===== config.mk =====
export PLATFORM = sky130hd
export DESIGN_NAME = oam_dma_controller
export DESIGN_NICKNAME = d
export VERILOG_FILES = /design/src/rtl/oam_dma_controller_pkg.sv /design/src/rtl/oam_dma_controller.sv
export SDC_FILE = /design/constraint.sdc
export NUM_CORES = 1
export LEC_CHECK = 0
export ABC_CLOCK_PERIOD_IN_PS = 5050
export BUFFER_PORTS_ARGS = -buffer_cell sky130_fd_sc_hd__buf_4
export CAP_MARGIN = 20
export CORE_AREA = 2 2 70 72
export DETAILED_ROUTE_END_ITERATION = 16
export DIE_AREA = 0 0 72 74
export MAX_ROUTING_LAYER = met4
export PLACE_DENSITY = 0.88
export SLEW_MARGIN = 10
export SYNTH_ARGS = -nofsm -noshare
export SYNTH_HDL_FRONTEND = slang
export SYNTH_SLANG_ARGS = --single-unit

===== constraint.sdc =====
create_clock -name clock -period 5.05 [get_ports clock]
set_input_delay 1.01 -clock clock [delete_from_list [all_inputs] [get_ports clock]]
set_output_delay 1.01 -clock clock [all_outputs]
set_load 0.05 [all_outputs]

===== src/rtl/oam_dma_controller_pkg.sv =====
// Shared constants and types for the FF46 OAM DMA controller.
// Register address, OAM/echo bases, transfer length and FSM state type.
package oam_dma_controller_pkg;

   localparam logic [15:0] DMA_REG_ADDR = 16'hFF46;
   localparam logic [15:0] OAM_BASE     = 16'hFE00;
   localparam logic [7:0]  ECHO_BASE_HI = 8'hE0;
   localparam logic [7:0]  ECHO_FOLD    = 8'h20;
   localparam int          OAM_LEN_DEF  = 160;

   typedef enum logic [1:0] {
      IDLE,
      START,
      READ,
      WRITE
   } dma_state_t;

endpackage


===== src/rtl/oam_dma_controller.sv =====
// FF46 OAM DMA engine and CPU/DMA arbiter for the shared main bus.
// Ports: clock/reset, CPU bus (cs, A_cpu, Di_cpu, Do_cpu, rd/wr strobes),
// shared bus (A, Do, Di, rd_n, wr_n), OAM write port, active flag.
module oam_dma_controller
   import oam_dma_controller_pkg::*;
#(
   parameter int READ_CYCLES = 3,
   parameter int OAM_LEN     = OAM_LEN_DEF
) (
   input  logic        clock,
   input  logic        reset,
   input  logic        cs,
   input  logic [15:0] A_cpu,
   input  logic [7:0]  Di_cpu,
   output logic [7:0]  Do_cpu,
   input  logic        rd_cpu_n,
   input  logic        wr_cpu_n,
   output logic [15:0] A,
   output logic [7:0]  Do,
   input  logic [7:0]  Di,
   output logic        rd_n,
   output logic        wr_n,
   output logic [7:0]  A_oam,
   output logic [7:0]  Do_oam,
   output logic        wr_oam_n,
   output logic        active
);

   localparam int             RW    = $clog2(READ_CYCLES + 1);
   localparam logic [RW-1:0]  RLAST = RW'(READ_CYCLES - 1);
   localparam logic [7:0]     ILAST = 8'(OAM_LEN - 1);

   dma_state_t    state_q, state_d;
   logic [7:0]    src_q, src_d;
   logic [7:0]    idx_q, idx_d;
   logic [RW-1:0] rcnt_q, rcnt_d;
   logic          prev_wr_n_q;
   logic          active_q, active_d;
   logic          wr_oam_n_q, wr_oam_n_d;
   logic [7:0]    a_oam_q, a_oam_d;
   logic [7:0]    do_oam_q, do_oam_d;
   logic          wr_start;
   logic [7:0]    eff_src;

   // One trigger per CPU write: only the falling edge of the strobe counts.
   assign wr_start = cs & ~wr_cpu_n & prev_wr_n_q;

   // Sources in echo RAM (E000+) fold down onto work RAM.
   assign eff_src = (src_q >= ECHO_BASE_HI) ? (src_q - ECHO_FOLD) : src_q;

   always_comb begin
      state_d  = state_q;
      src_d    = src_q;
      idx_d    = idx_q;
      rcnt_d   = rcnt_q;
      a_oam_d  = a_oam_q;
      do_oam_d = do_oam_q;
      if (wr_start) src_d = Di_cpu;
      unique case (state_q)
         IDLE: begin
            if (wr_start) state_d = START;
         end
         START: begin
            idx_d   = 8'd0;
            rcnt_d  = '0;
            state_d = wr_start ? START : READ;
         end
         READ: begin
            // A restart abandons this byte before it reaches OAM.
            if (wr_start) begin
               state_d = START;
            end else if (rcnt_q == RLAST) begin
               do_oam_d = Di;
               a_oam_d  = idx_q;
               state_d  = WRITE;
            end else begin
               rcnt_d = rcnt_q + RW'(1);
            end
         end
         WRITE: begin
            if (wr_start) begin
               state_d = START;
            end else if (idx_q == ILAST) begin
               state_d = IDLE;
            end else begin
               idx_d   = idx_q + 8'd1;
               rcnt_d  = '0;
               state_d = READ;
            end
         end
         default: state_d = IDLE;
      endcase
      active_d   = (state_d != IDLE);
      wr_oam_n_d = (state_d != WRITE);
   end

   always_ff @(posedge clock or posedge reset) begin
      if (reset) begin
         state_q     <= IDLE;
         src_q       <= 8'h00;
         idx_q       <= 8'd0;
         rcnt_q      <= '0;
         prev_wr_n_q <= 1'b1;
         active_q    <= 1'b0;
         wr_oam_n_q  <= 1'b1;
         a_oam_q     <= 8'd0;
         do_oam_q    <= 8'd0;
      end else begin
         state_q     <= state_d;
         src_q       <= src_d;
         idx_q       <= idx_d;
         rcnt_q      <= rcnt_d;
         prev_wr_n_q <= wr_cpu_n;
         active_q    <= active_d;
         wr_oam_n_q  <= wr_oam_n_d;
         a_oam_q     <= a_oam_d;
         do_oam_q    <= do_oam_d;
      end
   end

   // Bus mux: CPU pass-through when idle (including during reset),
   // DMA-owned otherwise with CPU accesses masked.
   always_comb begin
      if (state_q == IDLE) begin
         A      = A_cpu;
         Do     = Di_cpu;
         rd_n   = rd_cpu_n;
         wr_n   = wr_cpu_n;
         Do_cpu = Di;
      end else begin
         A      = {eff_src, idx_q};
         Do     = 8'h00;
         rd_n   = (state_q != READ);
         wr_n   = 1'b1;
         Do_cpu = 8'hFF;
      end
      if (cs & ~rd_cpu_n) Do_cpu = src_q;
   end

   assign active   = active_q;
   assign wr_oam_n = wr_oam_n_q;
   assign A_oam    = a_oam_q;
   assign Do_oam   = do_oam_q;

endmodule

==> results.json, run 1 <==
{
  "power.density_mw_per_mm2": 595.0,
  "path_max_fanout": 9,
  "wl_per_cell_um": 15.00,
  "p_sw_share_pct": 49.71,
  "max_freq_ghz": 0.3024,
  "leakage_nw": 1.406,
  "nets": 327,
  "hpwlAfterDp_mm": 3.795,
  "die-area_mm2": 0.005328,
  "p_seq_share_pct": 27.6,
  "place_congestion": 0.9149,
  "finalSetupViolations": 0,
  "cp.arrival_ps": 2300,
  "root_buffer": "clkbuf_8",
  "tightest_slew_ps": 545.6,
  "clk_latency_ps": 300,
  "htreeDepth": 2,
  "wl_mm": 5.129,
  "clkTransAtPathRegs_ps": 70,
  "start_util_pct": 44.76,
  "port_buffers": 88,
  "min_period_ps": 3307,
  "syn_to_final_growth_pct": 38.24,
  "synth_xor_area_share_pct": 0.4255,
  "instances_no_fill": 342,
  "required_ps": 4040,
  "mostFrequentLayoutCells": "buf_4, dfrtp_1, nand2_1, mux2_2, o21ai_0",
  "synth_top_family_by_area": "simple AND/OR/NAND/NOR gates",
  "p_clk_share_pct": 13.8,
  "p_switching_mw": 0.8415,
  "maxSlewViolCount": 0,
  "dp.cells": 334,
  "crit_type": "input port to output pin",
  "synthesis.nets": 240,
  "clock_tree.buffer_depth": 2,
  "gr-total-overflow": 0,
  "synth_seq_cells": 39,
  "drc": 0,
  "synth-compound-area-share_pct": 10.70,
  "antenna_found_initial": 0,
  "skew_ps": 5.253,
  "timing.slew.headroom_pct": 63.63,
  "cp-end-kind": "output pin",
  "drtAntennaViolNets": 0,
  "worstHoldPathType": "flop to flop",
  "path_delay_family": "simple AND/OR/NAND/NOR gates",
  "finalInstanceArea_mm2": 0.002845,
  "setup-tns-final_ps": 0,
  "die_w_um": 72,
  "syn_area_mm2": 0.002058,
  "rsz0062_at_grt": "no",
  "yosysUniqueCellTypes": 40,
  "dr.pass1.iters": 4,
  "crit_chain": "buf_4, nand2b_1, nand2_1, o22a_1, buf_4",
  "cts_resized": 0,
  "slowest_delay_ps": 370,
  "grt.total_usage_pct": 20.99,
  "worstSetupStartpointType": "input port",
  "synth_mux_area_share_pct": 15.81,
  "cts_inserted_buffers": 5,
  "final_util_pct": 61.88,
  "cp_num_buf_inv": 2,
  "grt_pass1_vias": 1813,
  "cts.sinks": 39,
  "cts_tree": "done",
  "comb_power_share_pct": 58.6,
  "synth_cells": 200,
  "core_mm2": 0.004598,
  "internal_power_mw": 0.8514,
  "grt_pass1_wl_mm": 8.293,
  "drive_above_1_share_pct": 46.18,
  "maxCapViolCount": 0,
  "ctsHoldBuffers": 0,
  "peakVddDrop_uv": 381.4,
  "cts_setup_buffers": 0,
  "synth-simple-area-share_pct": 19.57,
  "pin_count": 89,
  "cp_slowest_cell": "nand2b_1",
  "vias_per_cell": 5.363,
  "vias": 1834,
  "n_antenna_cell": 0,
  "syn_avg_cell_area_um2": 10.29,
  "status": "finished clean",
  "yosys_warnings": 0,
  "min_period_over_period_pct": 65.48,
  "rows": 25,
  "mostFrequentLayoutCell": "buf_4",
  "yosysSeqAreaShare_pct": 47.54,
  "fp.dieH_um": 74,
  "grt_max_degree": 40,
  "dr.first_iter.drc_count": 158,
  "synth_fa_ha_area_share_pct": 1.824,
  "hold_viol_final": 0,
  "place_area_mm2": 0.002745,
  "crit_top_cell": "buf_4"
}
-- cell usage after synthesis, drive strengths merged --
master	n	area share (%)
o22a	8	3.4
xnor2	1	0.43
o41ai	2	1.2
nor3	2	0.49
nand2b	2	0.61
and2	9	2.7
ha	3	1.8
nand3b	2	0.73
o31ai	1	0.36
buf	5	1.9
mux2i	1	0.49
a31oi	1	0.30
and3b	1	0.43
o21ai	17	4.1
and4	2	0.97
and3	2	0.67
a21o	1	0.36
o311ai	1	0.43
nand2	34	6.2
mux2	28	15
nor2b	2	0.61
or2	2	0.61
clkbuf	5	0.91
nor2	5	1.3
or3	5	1.5
nand4	2	0.61
dfstp	2	2.6
nand4b	1	0.43
dfrtp	37	45
a21oi	2	0.49
nand3	7	1.7
inv	7	1.3
-- per-layer routing --
metal	GRT usage (%)	share of wire [%]	up-vias
li1	-	-	875
met1	24.69	40	873
met2	34.77	51	79
met5	-	0	-
met3	4.336	7.2	7
met4	9.853	1.6	0
-- worst register-to-register path: stages (launching register included) --
cell      delay, ps
dfrtp_1         540
nand3b_1        300
nor2_4          430
mux2_2          400
-- registers in the layout (all words and copies together), names as in the netlist --
signal	count
src_q	8
state_q	2
rcnt_q	2
active	1
wr_oam_n	1
idx_q	8
Do_oam	8
prev_wr_n_q	1
A_oam	8
-- path summary, 6_finish.rpt --
kind                       startpoint  slack [ps]  depth (start not counted)          end
min in group asynchronous       reset         820                          3    Do_oam[2]
hold reg to reg             rcnt_q[0]         480                          1    rcnt_q[0]
setup / recovery             rd_cpu_n        1740                          5    Do_cpu[3]
hold / removal              rcnt_q[0]         480                          1    rcnt_q[0]
setup reg to reg           state_q[0]        3280                          3     A_oam[4]
max in group asynchronous       reset        3860                          3  prev_wr_n_q
-- power by group through the flow --
| stage | Combinational (mW) | Sequential, mW | Clock, mW |
|---|---|---|---|
| 2_1_floorplan | 0.541 | 0.634 | 0 |
| 3_3_place_gp | 0.981 | 0.466 | 0 |
| 3_5_place_dp | 0.998 | 0.472 | 0 |
| 4_1_cts | 1.00 | 0.467 | 0.236 |
| 5_1_grt | 1.04 | 0.478 | 0.250 |
| 6_report | 0.992 | 0.467 | 0.234 |
-- logic make-up after synthesis --
logic type,count (synthesis)
AND/OR/NAND/NOR,78
buffers and inverters,17
AO/OA/AOI/OAI,33
multiplexers,29
XOR/XNOR,1
adder cells (fa/ha/maj),3
flip-flops,39
-- per-stage QoR --
step | total power, mW | hold slack, ps | setup WS [ps]
after floorplan | 1.175 | 437.8 | 2079
after global placement | 1.447 | 455.6 | 1859
after detailed placement | 1.470 | 465.9 | 1757
after CTS | 1.704 | 480.3 | 1751
after global routing | 1.772 | 488.5 | 1688
final | 1.693 | 477.5 | 1743
-- layout make-up --
type | instances | area, um^2
clock buffer | 8 | 100.1
fill | 371 | 1753
inverter | 7 | 26.28
multi-input combinational | 144 | 997.2
sequential | 39 | 978.4
tap | 54 | 67.56
timing repair buffer | 90 | 675.6
(Power assumes the default switching activity.)
==> run 2, diff against run 1 <==
--- a/config.mk
+++ b/config.mk
@@ -5,14 +5,15 @@
 export SDC_FILE = /design/constraint.sdc
 export NUM_CORES = 1
 export LEC_CHECK = 0
-export ABC_CLOCK_PERIOD_IN_PS = 5050
+export ABC_AREA = 1
+export ABC_CLOCK_PERIOD_IN_PS = 3400
 export BUFFER_PORTS_ARGS = -buffer_cell sky130_fd_sc_hd__buf_4
 export CAP_MARGIN = 20
-export CORE_AREA = 2 2 70 72
+export CORE_AREA = 2 2 71 73
 export DETAILED_ROUTE_END_ITERATION = 16
-export DIE_AREA = 0 0 72 74
+export DIE_AREA = 0 0 73 75
 export MAX_ROUTING_LAYER = met4
-export PLACE_DENSITY = 0.88
+export PLACE_DENSITY = 0.87
 export SLEW_MARGIN = 10
 export SYNTH_ARGS = -nofsm -noshare
 export SYNTH_HDL_FRONTEND = slang
==> constraint.sdc (replaced) <==
create_clock -name clock -period 3.4 [get_ports clock]
set_input_delay 0.68 -clock clock [delete_from_list [all_inputs] [get_ports clock]]
set_output_delay 0.68 -clock clock [all_outputs]
set_load 0.05 [all_outputs]
==> run 2 against run 1 <==
Effect of this change:
- hold slack gained 3.7 ps
- cell area grew 1.4%
- first-iteration DRC count shrank 15%
- synthesized cell count grew 43%
- setup slack lost 1200 ps
- clock power grew 28%
- cell count grew 25%
- count of clock-buffer cells in the layout shrank 3
- critical path depth grew 2
- largest power group unchanged
==> results.json, run 2 <==
{
  "setup-tns-final_ps": 0,
  "power.total_mw": 2.123,
  "maxSlewViolCount": 0,
  "synth_cells": 285,
  "grt_max_degree": 31,
  "finalSetupViolations": 0,
  "skew_ps": 3.218,
  "wl_per_cell_um": 12.73,
  "clk_latency_ps": 290,
  "syn_to_final_growth_pct": 36.23,
  "vias": 2143,
  "comb_power_share_pct": 56.8,
  "tightest_slew_ps": 823.0,
  "syn_area_mm2": 0.002117,
  "cts_tree": "done",
  "htreeDepth": 2,
  "cp-end-kind": "output pin",
  "p_switching_mw": 1.097,
  "rows": 25,
  "timing.slew.headroom_pct": 45.07,
  "grt_pass1_wl_mm": 8.438,
  "cp.arrival_ps": 2200,
  "yosysSeqAreaShare_pct": 46.22,
  "syn_avg_cell_area_um2": 7.428,
  "ctsHoldBuffers": 0,
  "crit_type": "flop to output pin",
  "cts_setup_buffers": 0,
  "cts.sinks": 39,
  "worstHoldPathType": "flop to flop",
  "antenna_found_initial": 0,
  "leakage_nw": 1.537,
  "port_buffers": 88,
  "wl_mm": 5.425,
  "min_period_ps": 2884,
  "yosys_warnings": 0,
  "dr.pass1.iters": 4,
  "yosysUniqueCellTypes": 23,
  "n_antenna_cell": 0,
  "core_mm2": 0.004661,
  "gr-total-overflow": 0,
  "synth_edf_count": 0,
  "peakVddDrop_uv": 426.7,
  "hold_viol_final": 0,
  "synth_common_cells": "nand2_1, o21ai_0, dfrtp_1",
  "synth_flop_cell": "dfrtp_1",
  "required_ps": 2720,
  "cts_resized": 0,
  "power.density_mw_per_mm2": 736.2,
  "synth_area_leader_cell": "dfrtp_1",
  "grt_pass1_vias": 1913,
  "rsz0062_at_grt": "no",
  "synth_area_leaders": "dfrtp_1, nand2_1, o21ai_0, inv_1, nand3_1",
  "grt.total_usage_pct": 20.46,
  "p_clk_share_pct": 14.1,
  "mostFrequentLayoutCells": "buf_4, nand2_1, o21ai_0, dfrtp_1, inv_1",
  "worstSetupStartpointType": "flop",
  "clock_tree.buffer_depth": 2,
  "drc": 0,
  "die-area_mm2": 0.005475,
  "dr.first_iter.drc_count": 134,
  "p_sw_share_pct": 51.64,
  "cts_inserted_buffers": 5,
  "max_freq_ghz": 0.3468,
  "drive_above_1_share_pct": 30.91,
  "min_period_over_period_pct": 84.82,
  "pin_count": 89,
  "die_w_um": 73,
  "vias_per_cell": 5.031,
  "start_util_pct": 45.42,
  "clkTransAtPathRegs_ps": 70,
  "internal_power_mw": 1.027,
  "path_max_fanout": 30,
  "synth_most_common_cell": "nand2_1",
  "p_seq_share_pct": 29.1,
  "synthesis.nets": 325,
  "place_congestion": 0.8325,
  "hpwlAfterDp_mm": 4.206,
  "nets": 411,
  "fp.dieH_um": 75,
  "status": "finished clean",
  "drtAntennaViolNets": 0,
  "mostFrequentLayoutCell": "buf_4",
  "maxCapViolCount": 0,
  "root_buffer": "clkbuf_8",
  "synth_seq_cells": 39,
  "synthArstFlopShare_pct": 100.0,
  "yosys.area.top_type_share_pct": 43.74
}
[run 2: worst max-delay path: stages (launching register included)]
cell and delay, ps:
dfrtp_1 390, inv_1 90, nand2_1 60, buf_4 190
inv_1 620, nor2_1 130, a21oi_1 200, buf_4 220
[run 2: layout make-up]
class                           count  area [um^2]
Inverter                           37        138.9
Timing Repair Buffer               91        683.2
Clock buffer                        5        68.82
Clock inverter                      3        15.01
Tap cell                           54        67.56
Multi-Input combinational cell    197        932.1
Sequential cell                    39        978.4
Fill cell                         410         1777
[run 2: path summary, 6_finish.rpt]
check	slack, ps	end	start	cells past startpoint
setup / recovery	520	A[13]	state_q[0]	7
hold / removal	480	Do_oam[2]	Do_oam[2]	2
setup reg to reg	1650	A_oam[6]	rcnt_q[0]	7
hold reg to reg	480	Do_oam[2]	Do_oam[2]	2
max in group asynchronous	2080	wr_oam_n	reset	3
min in group asynchronous	520	Do_oam[3]	reset	2
[run 2: cells by family (layout without fill, tap and decap cells)]
| kind of cell | after synthesis | after routing | synth area share (%) |
|---|---|---|---|
| AOI/OAI and AO/OA | 58 | 58 | 14.60 |
| adders and majority gates | 3 | 3 | 1.773 |
| buffers and inverters | 49 | 136 | 9.752 |
| DFF | 39 | 39 | 46.22 |
| and+or+nand+nor | 136 | 136 | 27.66 |
[run 2: routing by layer]
metal,track usage [%],routed length [um],up-vias
met5,-,0,-
met4,7.407,85,0
met3,4.284,333,9
met2,33.23,2657,90
met1,25.32,2349,972
li1,-,-,1072
[run 2: power groups by stage]
stage	combinational, mW	clock, mW	sequential, mW
detailed placement	1.21	0	0.626
global route	1.28	0.331	0.629
floorplan	0.675	0	0.809
finish	1.20	0.300	0.618
CTS	1.21	0.308	0.618
global placement	1.19	0	0.620
[run 2: per-stage QoR]
stage	util, %	setup slack [ps]	instances	cell area, um^2	hold WS, ps
6_report	61.88	516.2	426	2884	481.1
5_1_grt	61.88	398.8	426	2884	485.0
4_1_cts	61.88	549.9	426	2884	484.6
3_5_place_dp	60.08	859.0	418	2800	465.7
3_3_place_gp	60.08	950.3	418	2800	459.1
2_1_floorplan	-	612.9	285	2117	445.9
==> run 3, diff against run 2 <==
--- a/config.mk
+++ b/config.mk
@@ -5,15 +5,15 @@
 export SDC_FILE = /design/constraint.sdc
 export NUM_CORES = 1
 export LEC_CHECK = 0
-export ABC_AREA = 1
-export ABC_CLOCK_PERIOD_IN_PS = 3400
+export ABC_AREA = 0
+export ABC_CLOCK_PERIOD_IN_PS = 2600
 export BUFFER_PORTS_ARGS = -buffer_cell sky130_fd_sc_hd__buf_4
 export CAP_MARGIN = 20
-export CORE_AREA = 2 2 71 73
+export CORE_AREA = 2 2 73 75
 export DETAILED_ROUTE_END_ITERATION = 16
-export DIE_AREA = 0 0 73 75
+export DIE_AREA = 0 0 75 77
 export MAX_ROUTING_LAYER = met4
-export PLACE_DENSITY = 0.87
+export PLACE_DENSITY = 0.85
 export SLEW_MARGIN = 10
 export SYNTH_ARGS = -nofsm -noshare
 export SYNTH_HDL_FRONTEND = slang
==> constraint.sdc (replaced) <==
create_clock -name clock -period 2.6 [get_ports clock]
set_input_delay 0.52 -clock clock [delete_from_list [all_inputs] [get_ports clock]]
set_output_delay 0.52 -clock clock [all_outputs]
set_load 0.05 [all_outputs]
==> run 3 against run 2 <==
Effect of this change:
- non-clock buffer count is the same
- register-to-register slack lost 830 ps
- hold slack lost 130 ps
- via count fell by 13%
- cell area grew 0.74%
- highest routed layer unchanged
- sequential share of layout area decreased by 0.25 points
- cell count fell by 16%
==> results.json, run 3 (same netlist as run 1, synthesis figures left out) <==
{
  "rsz0062_at_grt": "no",
  "min_period_over_period_pct": 92.60,
  "setup-tns-final_ps": 0,
  "crit_type": "flop to output pin",
  "vias": 1870,
  "worstSetupStartpointType": "flop",
  "core_mm2": 0.004977,
  "fp.dieH_um": 77,
  "clock_tree.buffer_depth": 2,
  "multi_input_area_um2": 997.2,
  "final_util_pct": 58.37,
  "p_clk_share_pct": 17.2,
  "min_period_ps": 2408,
  "cp.arrival_ps": 1890,
  "seqCellArea_um2": 978.4,
  "p_switching_mw": 1.633,
  "peakVddDrop_uv": 846.7,
  "mostFrequentLayoutCell": "buf_4",
  "crit_start": "state_q[0]",
  "grt_max_degree": 40,
  "place_congestion": 0.8617,
  "maxSlewViolCount": 0,
  "skew_ps": 6.089,
  "finalSetupViolations": 0,
  "drtAntennaViolNets": 0,
  "grt.total_usage_pct": 19.66,
  "max_freq_ghz": 0.4153,
  "hold_viol_final": 0,
  "die_w_um": 75,
  "cts_setup_buffers": 0,
  "htreeDepth": 2,
  "internal_power_mw": 1.803,
  "power.density_mw_per_mm2": 1183,
  "maxCapViolCount": 0,
  "dr.first_iter.drc_count": 63,
  "cts.sinks": 39,
  "root_buffer": "clkbuf_8",
  "hpwlAfterDp_mm": 3.968,
  "cp-end-kind": "output pin",
  "grt_pass1_vias": 1791,
  "r2r_slack_ps": 820,
  "rows": 26,
  "timing.slew.headroom_pct": 64.82,
  "drc": 0,
  "grt_pass1_wl_mm": 8.466,
  "mostFrequentLayoutCells": "buf_4, dfrtp_1, nand2_1, mux2_2, o21ai_0",
  "ctsHoldBuffers": 0,
  "nets": 328,
  "clk_latency_ps": 290,
  "p_sw_share_pct": 47.53,
  "nFillCells": 416,
  "n_antenna_cell": 0,
  "path_max_fanout": 16,
  "status": "finished clean",
  "syn_to_final_growth_pct": 41.16,
  "reg2reg_depth": 3,
  "required_ps": 2080,
  "tightest_slew_ps": 527.7,
  "worstHoldPathType": "input port to async pin",
  "die-area_mm2": 0.005775,
  "gr-total-overflow": 0,
  "clkTransAtPathRegs_ps": 80,
  "vias_per_cell": 5.209,
  "cts_inserted_buffers": 5,
  "antenna_found_initial": 0,
  "wl_mm": 5.256,
  "p_seq_share_pct": 26.5,
  "cts_tree": "done",
  "r2r-end": "Do_oam[2]",
  "wl_per_cell_um": 14.64,
  "endpoint": "Do_cpu[3]",
  "leakage_nw": 1.425,
  "r2r_start": "state_q[0]",
  "pin_count": 89,
  "cts_resized": 0,
  "comb_power_share_pct": 56.3,
  "start_util_pct": 41.35,
  "drive_above_1_share_pct": 46.37,
  "port_buffers": 88,
  "dr.pass1.iters": 4
}
[run 3: changes by cell type in the layout (fill, tap and decap cells not counted), sizes merged, moves of 15 or more]
| cell | previous run | this run |
|---|---|---|
| inv | 37 | 7 |
| mux2 | 0 | 28 |
| nand2 | 88 | 34 |
| nand3 | 26 | 7 |
| nor2 | 20 | 5 |
| o21ai | 55 | 17 |
[run 3: worst max-delay path, stage by stage, from the launching register on]
cell	delay, ps
dfrtp_1	530
nor2_2	160
buf_4	220
nand2_1	220
o22a_1	270
buf_4	190
[run 3: metrics by stage]
stage               setup WS (ps)  instances  area [um^2]  power, mW  hold WS, ps
floorplan                   161.0        200         2058      2.282        437.8
global placement            525.7        351         2773      2.827        453.7
detailed placement          419.5        351         2773      2.864        460.6
CTS                         205.0        359         2905      3.457        352.3
global route                52.10        359         2905      3.585        345.2
finish                      192.4        359         2905      3.437        348.7
[run 3: area by class of cell]
type / instances / share of cell area [%]
repair buffers: 91 / 23.51
well taps: 70 / 3.015
clock buffers: 6 / 2.498
flip-flops and latches: 39 / 33.68
clock inverters: 2 / 2.067
multi-input cells: 144 / 34.32
inverters: 7 / 0.9044
[run 3: worst min-delay path by stage]
stage,start,endpoint,slack [ps],cells past startpoint
after detailed placement,rcnt_q[0],rcnt_q[0],460,1
after floorplan,rcnt_q[0],rcnt_q[0],440,1
after global routing,wr_cpu_n,prev_wr_n_q,350,1
final,reset,Do_oam[0],350,3
after global placement,rcnt_q[0],rcnt_q[0],450,1
after CTS,wr_cpu_n,prev_wr_n_q,350,1
[run 3: layer usage]
metal / track usage [%] / up-vias / routed length, um
met5: - / - / 0
met4: 5.714 / 0 / 57
met3: 4.731 / 5 / 379
met2: 30.96 / 81 / 2536
met1: 24.98 / 905 / 2282
li1: - / 879 / -
[run 3: power groups by stage]
stage	clock network (mW)	registers (mW)	logic, mW
finish	0.590	0.911	1.94
global placement	0	0.912	1.92
floorplan	0	1.23	1.05
global route	0.623	0.937	2.03
CTS	0.597	0.909	1.95
detailed placement	0	0.916	1.95
